File: src/rtl/fetch_unit_if.sv
// Fetch unit bus bundle: cache read port A, redirect request and decode-side FIFO head.
// The master modport is the fetch unit; the slave modport is the cache/decode environment.
interface fetch_unit_if #(
  parameter int ADDR_W = 16,
  parameter int DATA_W = 32
);
  logic              valid_a;
  logic [ADDR_W-1:0] addr_a;
  logic [DATA_W-1:0] dataout_a;
  logic              ready_a;
  logic              redirect_valid;
  logic [ADDR_W-1:0] redirect_pc;
  logic              inst_valid;
  logic [DATA_W-1:0] inst;
  logic [ADDR_W-1:0] inst_pc;
  logic              inst_ready;

  modport master (
    output valid_a, addr_a, inst_valid, inst, inst_pc,
    input  dataout_a, ready_a, redirect_valid, redirect_pc, inst_ready
  );

  modport slave (
    input  valid_a, addr_a, inst_valid, inst, inst_pc,
    output dataout_a, ready_a, redirect_valid, redirect_pc, inst_ready
  );
endinterface

File: src/rtl/fetch_unit.sv
// Instruction fetch: sequential PC generator, single-outstanding cache reads, prefetch FIFO, redirect squash.
// Optional FETCH_PERF_EN adds perf_fetched / perf_stall counters.
module fetch_unit #(
  parameter int                ADDR_W   = 16,
  parameter int                DATA_W   = 32,
  parameter int                DEPTH    = 4,
  parameter logic [ADDR_W-1:0] RESET_PC = '0
) (
  input  logic         clk,
  input  logic         rst_n,
  fetch_unit_if.master bus
`ifdef FETCH_PERF_EN
  ,
  output logic [31:0]  perf_fetched,
  output logic [31:0]  perf_stall
`endif
);

  localparam int                INC        = DATA_W / 8;
  localparam int                PTR_W      = $clog2(DEPTH);
  localparam int                CNT_W      = $clog2(DEPTH + 1);
  localparam int                ENT_W      = ADDR_W + DATA_W;
  localparam logic [ADDR_W-1:0] INC_A      = ADDR_W'(INC);
  localparam logic [ADDR_W-1:0] ALIGN_MASK = ~(INC_A - ADDR_W'(1));
  localparam logic [CNT_W-1:0]  FULL       = CNT_W'(DEPTH);

  typedef enum logic [1:0] {
    IDLE    = 2'd0,
    REQ     = 2'd1,
    DISCARD = 2'd2
  } state_t;

  state_t            state_q, state_d;
  logic [ADDR_W-1:0] pc_q, pc_d;
  logic [ADDR_W-1:0] pend_q, pend_d;
  logic [CNT_W-1:0]  count_q, count_d;
  logic [PTR_W-1:0]  wr_ptr_q, wr_ptr_d;
  logic [PTR_W-1:0]  rd_ptr_q, rd_ptr_d;
  logic [ENT_W-1:0]  fifo_q [DEPTH];

  logic              push;
  logic              pop;
  logic              flush;
  logic [ADDR_W-1:0] target;

  function automatic logic [ADDR_W-1:0] align_pc(input logic [ADDR_W-1:0] a);
    return a & ALIGN_MASK;
  endfunction

  assign target = align_pc(bus.redirect_pc);
  assign flush  = bus.redirect_valid;
  // A completing read is only queued when it was not squashed in this same cycle.
  assign push   = (state_q == REQ) && bus.ready_a && !bus.redirect_valid;
  assign pop    = (count_q != '0) && bus.inst_ready;

  always_comb begin
    count_d  = count_q;
    wr_ptr_d = wr_ptr_q;
    rd_ptr_d = rd_ptr_q;
    if (flush) begin
      count_d  = '0;
      wr_ptr_d = '0;
      rd_ptr_d = '0;
    end else begin
      count_d  = count_q + CNT_W'(push) - CNT_W'(pop);
      wr_ptr_d = wr_ptr_q + PTR_W'(push);
      rd_ptr_d = rd_ptr_q + PTR_W'(pop);
    end
  end

  always_comb begin
    state_d = state_q;
    pc_d    = pc_q;
    pend_d  = pend_q;
    unique case (state_q)
      IDLE: begin
        if (bus.redirect_valid) begin
          pc_d    = target;
          state_d = REQ;
        end else if (count_d < FULL) begin
          state_d = REQ;
        end
      end
      REQ: begin
        if (bus.redirect_valid) begin
          if (bus.ready_a) begin
            pc_d    = target;
            state_d = REQ;
          end else begin
            // Read still outstanding: keep addr_a stable, park the target.
            pend_d  = target;
            state_d = DISCARD;
          end
        end else if (bus.ready_a) begin
          pc_d    = pc_q + INC_A;
          state_d = (count_d < FULL) ? REQ : IDLE;
        end
      end
      DISCARD: begin
        if (bus.ready_a) begin
          pc_d    = bus.redirect_valid ? target : pend_q;
          state_d = REQ;
        end else if (bus.redirect_valid) begin
          pend_d  = target;
        end
      end
      default: begin
        state_d = IDLE;
      end
    endcase
  end

  always_ff @(posedge clk or negedge rst_n) begin
    if (!rst_n) begin
      state_q  <= IDLE;
      pc_q     <= RESET_PC;
      pend_q   <= RESET_PC;
      count_q  <= '0;
      wr_ptr_q <= '0;
      rd_ptr_q <= '0;
    end else begin
      state_q  <= state_d;
      pc_q     <= pc_d;
      pend_q   <= pend_d;
      count_q  <= count_d;
      wr_ptr_q <= wr_ptr_d;
      rd_ptr_q <= rd_ptr_d;
    end
  end

  // Storage is data-only; occupancy is tracked by count_q, so no reset is needed.
  always_ff @(posedge clk) begin
    if (push) begin
      fifo_q[wr_ptr_q] <= {pc_q, bus.dataout_a};
    end
  end

  assign bus.valid_a               = (state_q != IDLE);
  assign bus.addr_a                = pc_q;
  assign bus.inst_valid            = (count_q != '0);
  assign {bus.inst_pc, bus.inst}   = fifo_q[rd_ptr_q];

`ifdef FETCH_PERF_EN
  logic [31:0] perf_fetched_q;
  logic [31:0] perf_stall_q;

  always_ff @(posedge clk or negedge rst_n) begin
    if (!rst_n) begin
      perf_fetched_q <= '0;
      perf_stall_q   <= '0;
    end else begin
      if (push) begin
        perf_fetched_q <= perf_fetched_q + 32'd1;
      end
      if ((state_q == IDLE) && (count_q == FULL)) begin
        perf_stall_q <= perf_stall_q + 32'd1;
      end
    end
  end

  assign perf_fetched = perf_fetched_q;
  assign perf_stall   = perf_stall_q;
`endif

  a_req_hold: assert property (@(posedge clk) disable iff (!rst_n)
    ((state_q != IDLE) && !bus.ready_a) |=> ((state_q != IDLE) && $stable(pc_q)));

  a_no_overflow: assert property (@(posedge clk) disable iff (!rst_n)
    push |-> (count_q != FULL));

endmodule

File: src/flat_wrapper.sv
// flat-port wrapper written by rule: the top's interface ports become plain ports
module fetch_unit_flat 
#(
  parameter int                ADDR_W   = 16,
  parameter int                DATA_W   = 32,
  parameter int                DEPTH    = 4,
  parameter logic [ADDR_W-1:0] RESET_PC = '0
)
  (clk, rst_n, bus_valid_a, bus_addr_a, bus_inst_valid, bus_inst, bus_inst_pc, bus_dataout_a, bus_ready_a, bus_redirect_valid, bus_redirect_pc, bus_inst_ready);
  fetch_unit_if #(.ADDR_W(ADDR_W), .DATA_W(DATA_W)) bus_i ();
  input  logic clk;
  input  logic rst_n;
  output wire logic [$bits(bus_i.valid_a)-1:0] bus_valid_a;
  output wire logic [$bits(bus_i.addr_a)-1:0] bus_addr_a;
  output wire logic [$bits(bus_i.inst_valid)-1:0] bus_inst_valid;
  output wire logic [$bits(bus_i.inst)-1:0] bus_inst;
  output wire logic [$bits(bus_i.inst_pc)-1:0] bus_inst_pc;
  input wire logic [$bits(bus_i.dataout_a)-1:0] bus_dataout_a;
  input wire logic [$bits(bus_i.ready_a)-1:0] bus_ready_a;
  input wire logic [$bits(bus_i.redirect_valid)-1:0] bus_redirect_valid;
  input wire logic [$bits(bus_i.redirect_pc)-1:0] bus_redirect_pc;
  input wire logic [$bits(bus_i.inst_ready)-1:0] bus_inst_ready;
  assign bus_valid_a = bus_i.valid_a;
  assign bus_addr_a = bus_i.addr_a;
  assign bus_inst_valid = bus_i.inst_valid;
  assign bus_inst = bus_i.inst;
  assign bus_inst_pc = bus_i.inst_pc;
  assign bus_i.dataout_a = bus_dataout_a;
  assign bus_i.ready_a = bus_ready_a;
  assign bus_i.redirect_valid = bus_redirect_valid;
  assign bus_i.redirect_pc = bus_redirect_pc;
  assign bus_i.inst_ready = bus_inst_ready;
  fetch_unit #(.ADDR_W(ADDR_W), .DATA_W(DATA_W), .DEPTH(DEPTH), .RESET_PC(RESET_PC)) u_core (.clk(clk), .rst_n(rst_n), .bus(bus_i));
endmodule
File: config.mk
export PLATFORM = sky130hd
export DESIGN_NAME = fetch_unit_flat
export DESIGN_NICKNAME = d
export VERILOG_FILES = /design/src/rtl/fetch_unit_if.sv /design/src/rtl/fetch_unit.sv /design/src/flat_wrapper.sv
export SDC_FILE = /design/constraint.sdc
export NUM_CORES = 1
export LEC_CHECK = 0
export BUFFER_PORTS_ARGS = -buffer_cell sky130_fd_sc_hd__buf_2
export CAP_MARGIN = 40
export CORE_ASPECT_RATIO = 1.4
export CORE_MARGIN = 4
export CORE_UTILIZATION = 35
export DETAILED_ROUTE_END_ITERATION = 6
export GPL_ROUTABILITY_DRIVEN = 0
export SLEW_MARGIN = 20
export SYNTH_ARGS = -nofsm -noshare
export SYNTH_HDL_FRONTEND = slang
export SYNTH_SLANG_ARGS = --single-unit
File: constraint.sdc
create_clock -name clk -period 5.6 [get_ports clk]
set_clock_uncertainty 0.2 [all_clocks]
set_input_delay 0.56 -clock clk [delete_from_list [all_inputs] [get_ports clk]]
set_output_delay 0.56 -clock clk [all_outputs]
set_load 0.02 [all_outputs]
==> flow_summary.yaml, run 1 <==
setup_path:
  reg2reg_from: "u_core.state_q[1]"
  crit_type: "register to register"
  reg2reg_to: "u_core.state_q[0]"
  worstPathRequired_ns: 5.82
  rr_worst_depth: 12
  reg2reg_slack_ns: 1.97
  arrival_ns: 3.85
  cp_max_fo: 9
  critPathLaunchType: "register"
  worstSetupEndpointType: "register"
routing:
  drt-vias-per-instance: 5.197
  vias: 4994
  wire_per_inst_um: 20.41
  drc: 0
  ant_nets: 0
  drt-total-wl_um: 19610
  first_pass_iters: 4
  first_iter_violations: 258
synthesis:
  synth-xor-area-share: 0.004275
  synth_edf_count: 192
  yosysTopAreaCell: "edfxtp_1"
  synth_area_leaders: "edfxtp_1 (62%), mux4_2 (12%), dfrtp_1 (11%)"
  muxShareOfSynthArea: 0.1333
  synth_cell_types: 56
  ys.flop_type: "edfxtp_1"
  synth_compound_area_frac: 0.05130
  syn-num-nets: 554
  syn_area_per_cell_um2: 19.07
  yosysSeqAreaShare: 0.7252
  syn_area_um2: 9365
  synth-seq-cells: 233
  async_flop_share: 0.1760
  synth_top_area_share: 0.6156
  synth_simple_gate_area_share: 0.04943
  ys_warn_count: 0
  synth_top_family_by_area: "multiplexers"
  synth_cells: 491
  synthAdderAreaFrac: 0.01416
sta:
  period_needed_ns: 3.632
  fin_ws_ns: 1.968
  period_share: 0.6486
  rsz0062_at_grt: "no"
  hold_viol: 0
  max-slew-margin-rel: 0.4333
  drv_slew: 0
  fmax_mhz: 275.3
  finalSetupViolCount: 0
  setup_tns_ns: 0
  tightest_slew_ns: 0.8464
final_layout:
  antenna_cells: 0
  fin_cells: 961
  final_cell_mix: "edfxtp_1 (192), buf_2 (116), mux4_2 (48), dfrtp_1 (39), o21ai_0 (25)"
  multi_input_area_um2: 2381
  n_fill_cell: 2346
  drive_gt1_frac: 0.3830
  regArea_um2: 6797
  mostFrequentLayoutCell: "edfxtp_1"
  synthToLayoutAreaGrowth_pct: 19.27
  nNetsFinal: 682
die:
  dieHeight_um: 201.5
  core_um2: 26280
  die_w_um: 146.3
  ioPinCount: 119
  row_count: 70
  start_util: 0.3564
  die_area_um2: 29480
run:
  maxCapViolCount: 0
cts:
  post_cts_buffers: 0
  cts_sinks: 233
  cts_tree: "built"
  worstSkewPairLatency_ns: 0.52
  cts_buffers: 24
  root_buffer: "clkbuf_16"
  htree_levels: 1
  cts_max_path_buffers: 3
  clk_pin_slew_ns: 0.06
pwr:
  finalPower_mw: 5.590
  power_frac_seq: 0.420
  switching_share: 0.3203
  p_per_area_nw_per_um2: 500.4
  leakagePower_nw: 3.892
  p_sw_mw: 1.790
  p_comb_frac: 0.279
  vdd_ir_drop_max_uv: 297.5
  p_int_mw: 3.799
  clkPwrFrac: 0.301
worst_hold_path:
  whs_endpoint: "u_core.fifo_q[3][26]"
  worstHoldPathType: "input pin to register"
  whs_path_depth: 1
  hp-start: "bus_dataout_a[26]"
global_routing:
  grt_pass1_wl_um: 30800
  grtUsageTotal: 0.1311
  grt_max_degree: 49
  antenna_found_initial: 0
  grt_overflow: 0
  grt_pass1_vias: 5431
placement:
  numPortBuffers: 116
  post-place-cells: 916
  dp_hpwl_um: 12280
  dp_slack_ns: 1.948
run_status:
  outcome: "finished clean"
==> worst max-delay path by stage <==
stage / start / to / slack [ns] / cells after the start
after floorplan: u_core.state_q[1] / u_core.fifo_q[1][0] / 0.14 / 7
after global placement: u_core.state_q[1] / u_core.fifo_q[3][7] / 1.78 / 7
after detailed placement: u_core.state_q[1] / u_core.fifo_q[3][11] / 1.95 / 8
after CTS: u_core.state_q[1] / u_core.state_q[0] / 1.93 / 12
after global routing: u_core.state_q[1] / u_core.state_q[0] / 1.67 / 12
final: u_core.state_q[1] / u_core.state_q[0] / 1.97 / 12
==> worst max-delay path, cell delays in order, from the launching register on <==
cell,delay [ns]
dfrtp_1,0.43
inv_1,0.11
ha_1,0.48
nor2b_1,0.63
nand2_1,0.28
inv_1,0.16
ha_1,0.15
inv_1,0.05
fa_1,0.36
xnor3_1,0.19
nor2_1,0.23
nand3_1,0.13
o211ai_1,0.12
==> timing repair <==
item / in CTS / in global routing
hold buffers: 1 / 0
hold endpoints to repair: 41 / 0
resized for setup: 0 / 0
==> flip-flops by register name (all words and copies together), names as in the netlist <==
signal and count:
u_core.count_q 3, u_core.rd_ptr_q 2, u_core.pend_q 16, u_core.fifo_q 192, u_core.state_q 2, u_core.bus.addr_a 16
u_core.wr_ptr_q 2
==> power groups by stage <==
stage,clock network (mW),logic (mW),registers (mW)
floorplan,0,1.16,2.33
global route,1.80,1.69,2.39
finish,1.68,1.56,2.35
CTS,1.73,1.59,2.35
detailed placement,0,1.58,2.39
global placement,0,1.46,2.43
==> cell usage after synthesis (all sizes together) (2+ instances only) <==
master / instances
clkbuf: 3
nand3: 7
dfrtp: 41
and2: 3
edfxtp: 192
o2bb2ai: 7
mux4: 48
nor2b: 6
nand4: 2
o221ai: 3
o21ai: 30
nor2: 19
mux2: 14
nor3: 8
a21oi: 6
nand2: 19
ha: 9
a221oi: 6
inv: 11
a222oi: 3
xnor2: 2
nor4: 6
o311a: 2
nand3b: 2
nand2b: 2
nor3b: 4
buf: 21
==> cell families after synthesis <==
| group | Yosys count |
|---|---|
| AOI/OAI and AO/OA | 65 |
| and+or+nand+nor | 82 |
| muxes | 63 |
| xor gates and xnor gates | 3 |
| buffers and inverters | 35 |
| DFF | 233 |
| adders and majority gates | 10 |
==> per-stage QoR <==
| step | area (um2) | hold WS [ns] | util |
|---|---|---|---|
| after global placement | 10250 | 0.2690 | 0.3901 |
| final | 11170 | 0.05905 | 0.4251 |
| after CTS | 11170 | 0.03009 | 0.4251 |
| after detailed placement | 10320 | 0.2322 | 0.3927 |
| after floorplan | 9365 | 0.06441 | - |
| after global routing | 11170 | 0.03734 | 0.4251 |
==> final cells by class <==
class                           count  area share
Sequential cell                   233      0.6085
Multi-Input combinational cell    223      0.2132
Timing Repair Buffer              126     0.06295
Clock buffer                       28     0.05511
Tap cell                          324     0.03629
Clock inverter                     16     0.02028
Inverter                           11    0.003697
==> layer usage <==
layer / vias to the layer above / wire (um) / global-route usage
li1: 2247 / - / -
met1: 2563 / 7762 / 0.1608
met2: 158 / 10430 / 0.2353
met3: 26 / 1062 / 0.02343
met4: 0 / 357 / 0.04035
met5: - / 0 / 0
(Power assumes the default switching activity.)
==> inputs of run 2 (changes only) <==
ABC_AREA = 1   (was not set)
clock period = 3.65 ns   (was 5.6 ns; I/O delays follow)
==> run 2 against run 1 <==
Wire length up 11%. Die area up 1.7%. Non-clock buffer count up 51. Largest cell class unchanged. Critical path type is now register to output pin. Global-route usage up 1.2 points. Critical path depth down 7. Sequential power up 55%. Synthesized cell count up 65%.
==> flow_summary.yaml, run 2 <==
run_status:
  outcome: "finished clean"
setup_path:
  path_cells: "clkinv_2, buf_12, o21ai_0, o22ai_1, buf_2"
  worstPathRequired_ns: 3.08
  arrival_ns: 2.66
  critPathLaunchType: "register"
  path_buf_inv: 3
  cpMaxStageDelayCell: "dfrtp_4"
  slowest_delay_ns: 0.71
  crit_type: "register to output pin"
  cp_max_fo: 50
  path_delay_family: "buffers and inverters"
  worstSetupEndpointType: "output pin"
global_routing:
  grt_pass1_vias: 6568
  grtUsageTotal: 0.1436
  grt_pass1_wl_um: 34440
  antenna_found_initial: 0
  grt_max_degree: 59
  grt_overflow: 0
final_layout:
  final_cell_mix: "edfxtp_1 (192), nor2_1 (132), buf_2 (116), o21ai_0 (108), nand2_1 (99)"
  antenna_cells: 0
  stdcell_area_um2: 11870
  nNetsFinal: 1040
  mostFrequentLayoutCell: "edfxtp_1"
  largest-register: "u_core.fifo_q"
  n_fill_cell: 2496
  drive_gt1_frac: 0.1950
  fin_cells: 1360
  synthToLayoutAreaGrowth_pct: 24.56
  largest_register_ffs: 192
sta:
  fmax_mhz: 310.0
  tightest_slew_ns: 0.6192
  fin_ws_ns: 0.4245
  rsz0062_at_grt: "no"
  finalSetupViolCount: 0
  period_share: 0.8837
  max-slew-margin-rel: 0.5872
  period_needed_ns: 3.225
  holdWs_ns: 0.1690
  hold_viol: 0
  drv_slew: 0
synthesis:
  synth-xor-area-share: 0.001838
  syn_area_per_cell_um2: 11.75
  ys.flop_type: "edfxtp_1"
  synth_cells: 811
  yosysTopAreaCell: "edfxtp_1"
  syn-num-nets: 874
  synth_cell_types: 37
  ys_warn_count: 0
  synth-seq-cells: 233
  synth_top_area_share: 0.6049
  synthAdderAreaFrac: 0.01391
  synth_common_cells: "edfxtp_1 (192), nor2_1 (132), o21ai_0 (108)"
  muxShareOfSynthArea: 0
  synth_simple_gate_area_share: 0.1221
  synth_edf_count: 192
  synth_top_family_by_area: "simple AND/OR/NAND/NOR gates"
  syn_area_um2: 9532
  yosysSeqAreaShare: 0.7125
  async_flop_share: 0.1760
  synth_compound_area_frac: 0.1104
  yosysMostFrequentCell: "edfxtp_1"
  synth_area_leaders: "edfxtp_1 (60%), dfrtp_1 (11%), o21ai_0 (5.7%)"
cts:
  htree_levels: 1
  ctsHoldBuffers: 49
  root_buffer: "clkbuf_16"
  cts_tree: "built"
  post_cts_buffers: 0
  cts_max_path_buffers: 3
  worstSkewPairLatency_ns: 0.51
  cts_resized: 0
  clk_pin_slew_ns: 0.06
  cts_sinks: 233
  cts_buffers: 24
routing:
  first_pass_iters: 4
  drt-total-wl_um: 21840
  drt-vias-per-instance: 4.827
  ant_nets: 0
  vias: 6565
  first_iter_violations: 226
  wire_per_inst_um: 16.06
  drc: 0
die:
  ioPinCount: 119
  die_area_um2: 29970
  start_util: 0.3553
  dieHeight_um: 203.3
  core_um2: 26830
  die_w_um: 147.5
  row_count: 71
placement:
  dp_slack_ns: 0.9206
  numPortBuffers: 116
  place_area_um2: 10600
  post-place-cells: 1267
  dp_hpwl_um: 13300
pwr:
  leakagePower_nw: 4.577
  p_per_area_nw_per_um2: 763.7
  finalPower_mw: 9.067
  vdd_ir_drop_max_uv: 467.4
run:
  maxCapViolCount: 0
worst_hold_path:
  worstHoldPathType: "input pin to register"
run 2: final cells by class:
type	instances	area (um2)	share of cell area
timing repair buffer	177	1231	0.1037
multi-input combinational	484	2386	0.2010
inverter	57	215.2	0.01813
tap	365	456.7	0.03847
clock inverter	12	115.1	0.009695
sequential	233	6797	0.5725
clock buffer	32	671.9	0.05659
run 2: final timing paths:
check | slack (ns) | cells after the start | from | endpoint
min in group asynchronous | 0.21 | 2 | rst_n | u_core.bus.addr_a[6]
max | 0.42 | 5 | u_core.rd_ptr_q[0] | bus_inst[17]
min reg2reg | 0.29 | 2 | u_core.pend_q[7] | u_core.pend_q[7]
max in group asynchronous | 2.54 | 3 | rst_n | u_core.pend_q[14]
max reg2reg | 1.00 | 13 | u_core.state_q[1] | u_core.state_q[0]
min | 0.17 | 4 | bus_inst_ready | u_core.rd_ptr_q[1]
run 2: per-stage QoR:
step                      utilization  setup TNS [ns]
after floorplan                     -         -267.42
after CTS                      0.4425               0
after global placement         0.3939               0
after detailed placement       0.3949               0
final                          0.4425               0
after global routing           0.4425               0
run 2: metal layers:
layer | wire length, um | GRT usage | up-vias
li1 | - | - | 3201
met1 | 9143 | 0.1693 | 3196
met2 | 11340 | 0.2688 | 135
met3 | 817 | 0.02045 | 33
met4 | 534 | 0.04564 | 0
met5 | 0 | 0 | -
run 2: cell families after synthesis:
family / Yosys count
XOR/XNOR: 2
AO/OA/AOI/OAI: 190
buffers and inverters: 94
flip-flops: 233
adder cells (fa/ha/maj): 10
AND/OR/NAND/NOR: 282
run 2: power by group:
part	internal (mW)	switching, mW	total [mW]
Clock	1.44	0.978	2.41
Sequential	3.29	0.368	3.65
Combinational	0.971	2.03	3.00
Total	5.69	3.37	9.07
run 2: worst min-delay path, stage by stage:
cell and delay [ns]:
buf_2 0.07, and2_1 0.17, ha_1 0.18, a21oi_1 0.07
==> inputs of run 3 (changes only) <==
BUFFER_PORTS_ARGS = not set   (was -buffer_cell sky130_fd_sc_hd__buf_2)
DONT_BUFFER_PORTS = 1   (was not set)
==> run 3 against run 2 <==
Sequential power grew 3%. Largest power group unchanged. Clock power increased by 4%. Register-to-register slack got worse by 0.11 ns. Non-clock buffer count shrank 115. Count of clock-buffer cells in the layout decreased by 2. Sequential share of layout area grew 2.8 points. Highest routed layer unchanged. First-iteration DRC count grew 24%. Hold slack worse by 0.11 ns. Worst setup slack improved by 0.23 ns. Global-route usage barely moved. Via count decreased by 6.4%.
==> flow_summary.yaml, run 3 (synthesis gave the netlist of run 2 again) <==
setup_path:
  worstSetupEndpoint: "bus_inst_pc[2]"
  slowest_delay_ns: 0.57
  reg2reg_from: "u_core.count_q[2]"
  reg2reg_to: "u_core.state_q[0]"
  critPathLaunchType: "register"
  crit_type: "register to output pin"
  path_cells: "clkinv_2, buf_12, o21ai_0, o22ai_1"
  arrival_ns: 2.43
  cp_max_fo: 48
  startpoint: "u_core.rd_ptr_q[0]"
  path_buf_inv: 2
  path_delay_family: "compound AO/OA/AOI/OAI gates"
  worstPathRequired_ns: 3.08
  rr_worst_depth: 14
  worstSetupEndpointType: "output pin"
  cpMaxStageDelayCell: "dfrtp_4"
  reg2reg_slack_ns: 0.89
  cp.depth: 4
sta:
  hold_viol: 0
  setup_tns_ns: 0
  drv_slew: 0
  finalSetupViolCount: 0
  rsz0062_at_grt: "no"
  fin_ws_ns: 0.6506
  tightest_slew_ns: 0.7566
  period_needed_ns: 2.999
  max-slew-margin-rel: 0.4948
  fmax_mhz: 333.4
  period_share: 0.8217
routing:
  wire_per_inst_um: 17.42
  first_pass_iters: 4
  first_iter_violations: 280
  drc: 0
  drt-total-wl_um: 21690
  drt-vias-per-instance: 4.937
  ant_nets: 0
  vias: 6146
final_layout:
  stdcell_area_um2: 11320
  nNetsFinal: 926
  synthToLayoutAreaGrowth_pct: 18.78
  mostFrequentLayoutCell: "edfxtp_1"
  antenna_cells: 0
  largest-register: "u_core.fifo_q"
  drive_gt1_frac: 0.08523
  finish.utilization: 0.4220
  final_cell_mix: "edfxtp_1 (192), nor2_1 (132), o21ai_0 (108), nand2_1 (99), o22ai_1 (50)"
  n_fill_cell: 2513
  largest_register_ffs: 192
cts:
  cts_resized: 0
  cts_sinks: 233
  htree_levels: 1
  worstSkewPairLatency_ns: 0.51
  cts_tree: "built"
  cts_max_path_buffers: 3
  clk_pin_slew_ns: 0.06
  cts_buffers: 25
  root_buffer: "clkbuf_16"
run:
  maxCapViolCount: 0
placement:
  dp_slack_ns: 0.8575
  place_area_um2: 9975
  dp_hpwl_um: 12900
  numPortBuffers: 0
die:
  row_count: 71
  start_util: 0.3553
  dieHeight_um: 203.3
  core_um2: 26830
  die_w_um: 147.5
  die_area_um2: 29970
  ioPinCount: 119
pwr:
  p_per_area_nw_per_um2: 779.0
  vdd_ir_drop_max_uv: 492.4
  finalPower_mw: 8.820
  leakagePower_nw: 4.126
global_routing:
  grtUsageTotal: 0.1436
  grt_pass1_vias: 6240
  grt_pass1_wl_um: 33980
  grt_overflow: 0
  grt_max_degree: 81
  antenna_found_initial: 0
worst_hold_path:
  worstHoldPathType: "input pin to register"
run_status:
  outcome: "finished clean"
-- run 3: cell types whose count changed in the layout (fill, tap and decap cells not counted), sizes merged --
cell      change
buf         -115
bufinv        +2
clkbuf        -2
clkinv        -1
clkinvlp      +1
-- run 3: worst min-delay path by stage --
stage               cells past startpoint                    to  slack, ns               start
finish                                  4  u_core.bus.addr_a[5]       0.06  bus_redirect_valid
floorplan                               0  u_core.bus.addr_a[0]      -0.13               rst_n
detailed placement                      0      u_core.pend_q[1]      -0.13               rst_n
global route                            4  u_core.bus.addr_a[5]       0.06  bus_redirect_valid
CTS                                     4  u_core.bus.addr_a[6]       0.03  bus_redirect_valid
global placement                        0  u_core.bus.addr_a[3]      -0.13               rst_n
-- run 3: worst reg2reg max path: cells and delay by family (launching register included) --
family / cells / cell delay (ns)
DFF: 1 / 0.39
adders and majority gates: 3 / 0.80
buffers and inverters: 4 / 0.28
and+or+nand+nor: 5 / 0.74
AOI/OAI and AO/OA: 2 / 0.23
-- run 3: power breakdown --
part | internal (mW) | total, mW | switching (mW)
Combinational | 0.706 | 2.57 | 1.86
Sequential | 3.29 | 3.75 | 0.467
Clock | 1.53 | 2.50 | 0.961
-- run 3: layout make-up --
class,instances,area [um2],area share
Clock buffer,30,644.4,0.05691
Clock inverter,14,172.7,0.01525
Inverter,57,215.2,0.01901
Multi-Input combinational cell,484,2386,0.2107
Sequential cell,233,6797,0.6003
Tap cell,365,456.7,0.04034
Timing Repair Buffer,62,650.6,0.05746
-- run 3: timing repair --
item | CTS | global route
setup endpoints to repair | 0 | 0
setup buffers | 0 | 0
hold buffers | 50 | 0
endpoints found under the hold margin | 206 | 0
-- run 3: metal layers --
layer,part of all wire,routed length (um),GRT usage
met1,0.40,8628,0.1615
met2,0.52,11310,0.2680
met3,0.055,1195,0.03134
met4,0.026,555,0.04797
met5,0,0,0
-- run 3: metrics by stage --
| step | hold slack, ns | cells |
|---|---|---|
| 3_5_place_dp | -0.1289 | 1150 |
| 2_1_floorplan | -0.1306 | 811 |
| 4_1_cts | 0.03226 | 1244 |
| 6_report | 0.05544 | 1245 |
| 3_3_place_gp | -0.1288 | 1150 |
| 5_1_grt | 0.05949 | 1245 |
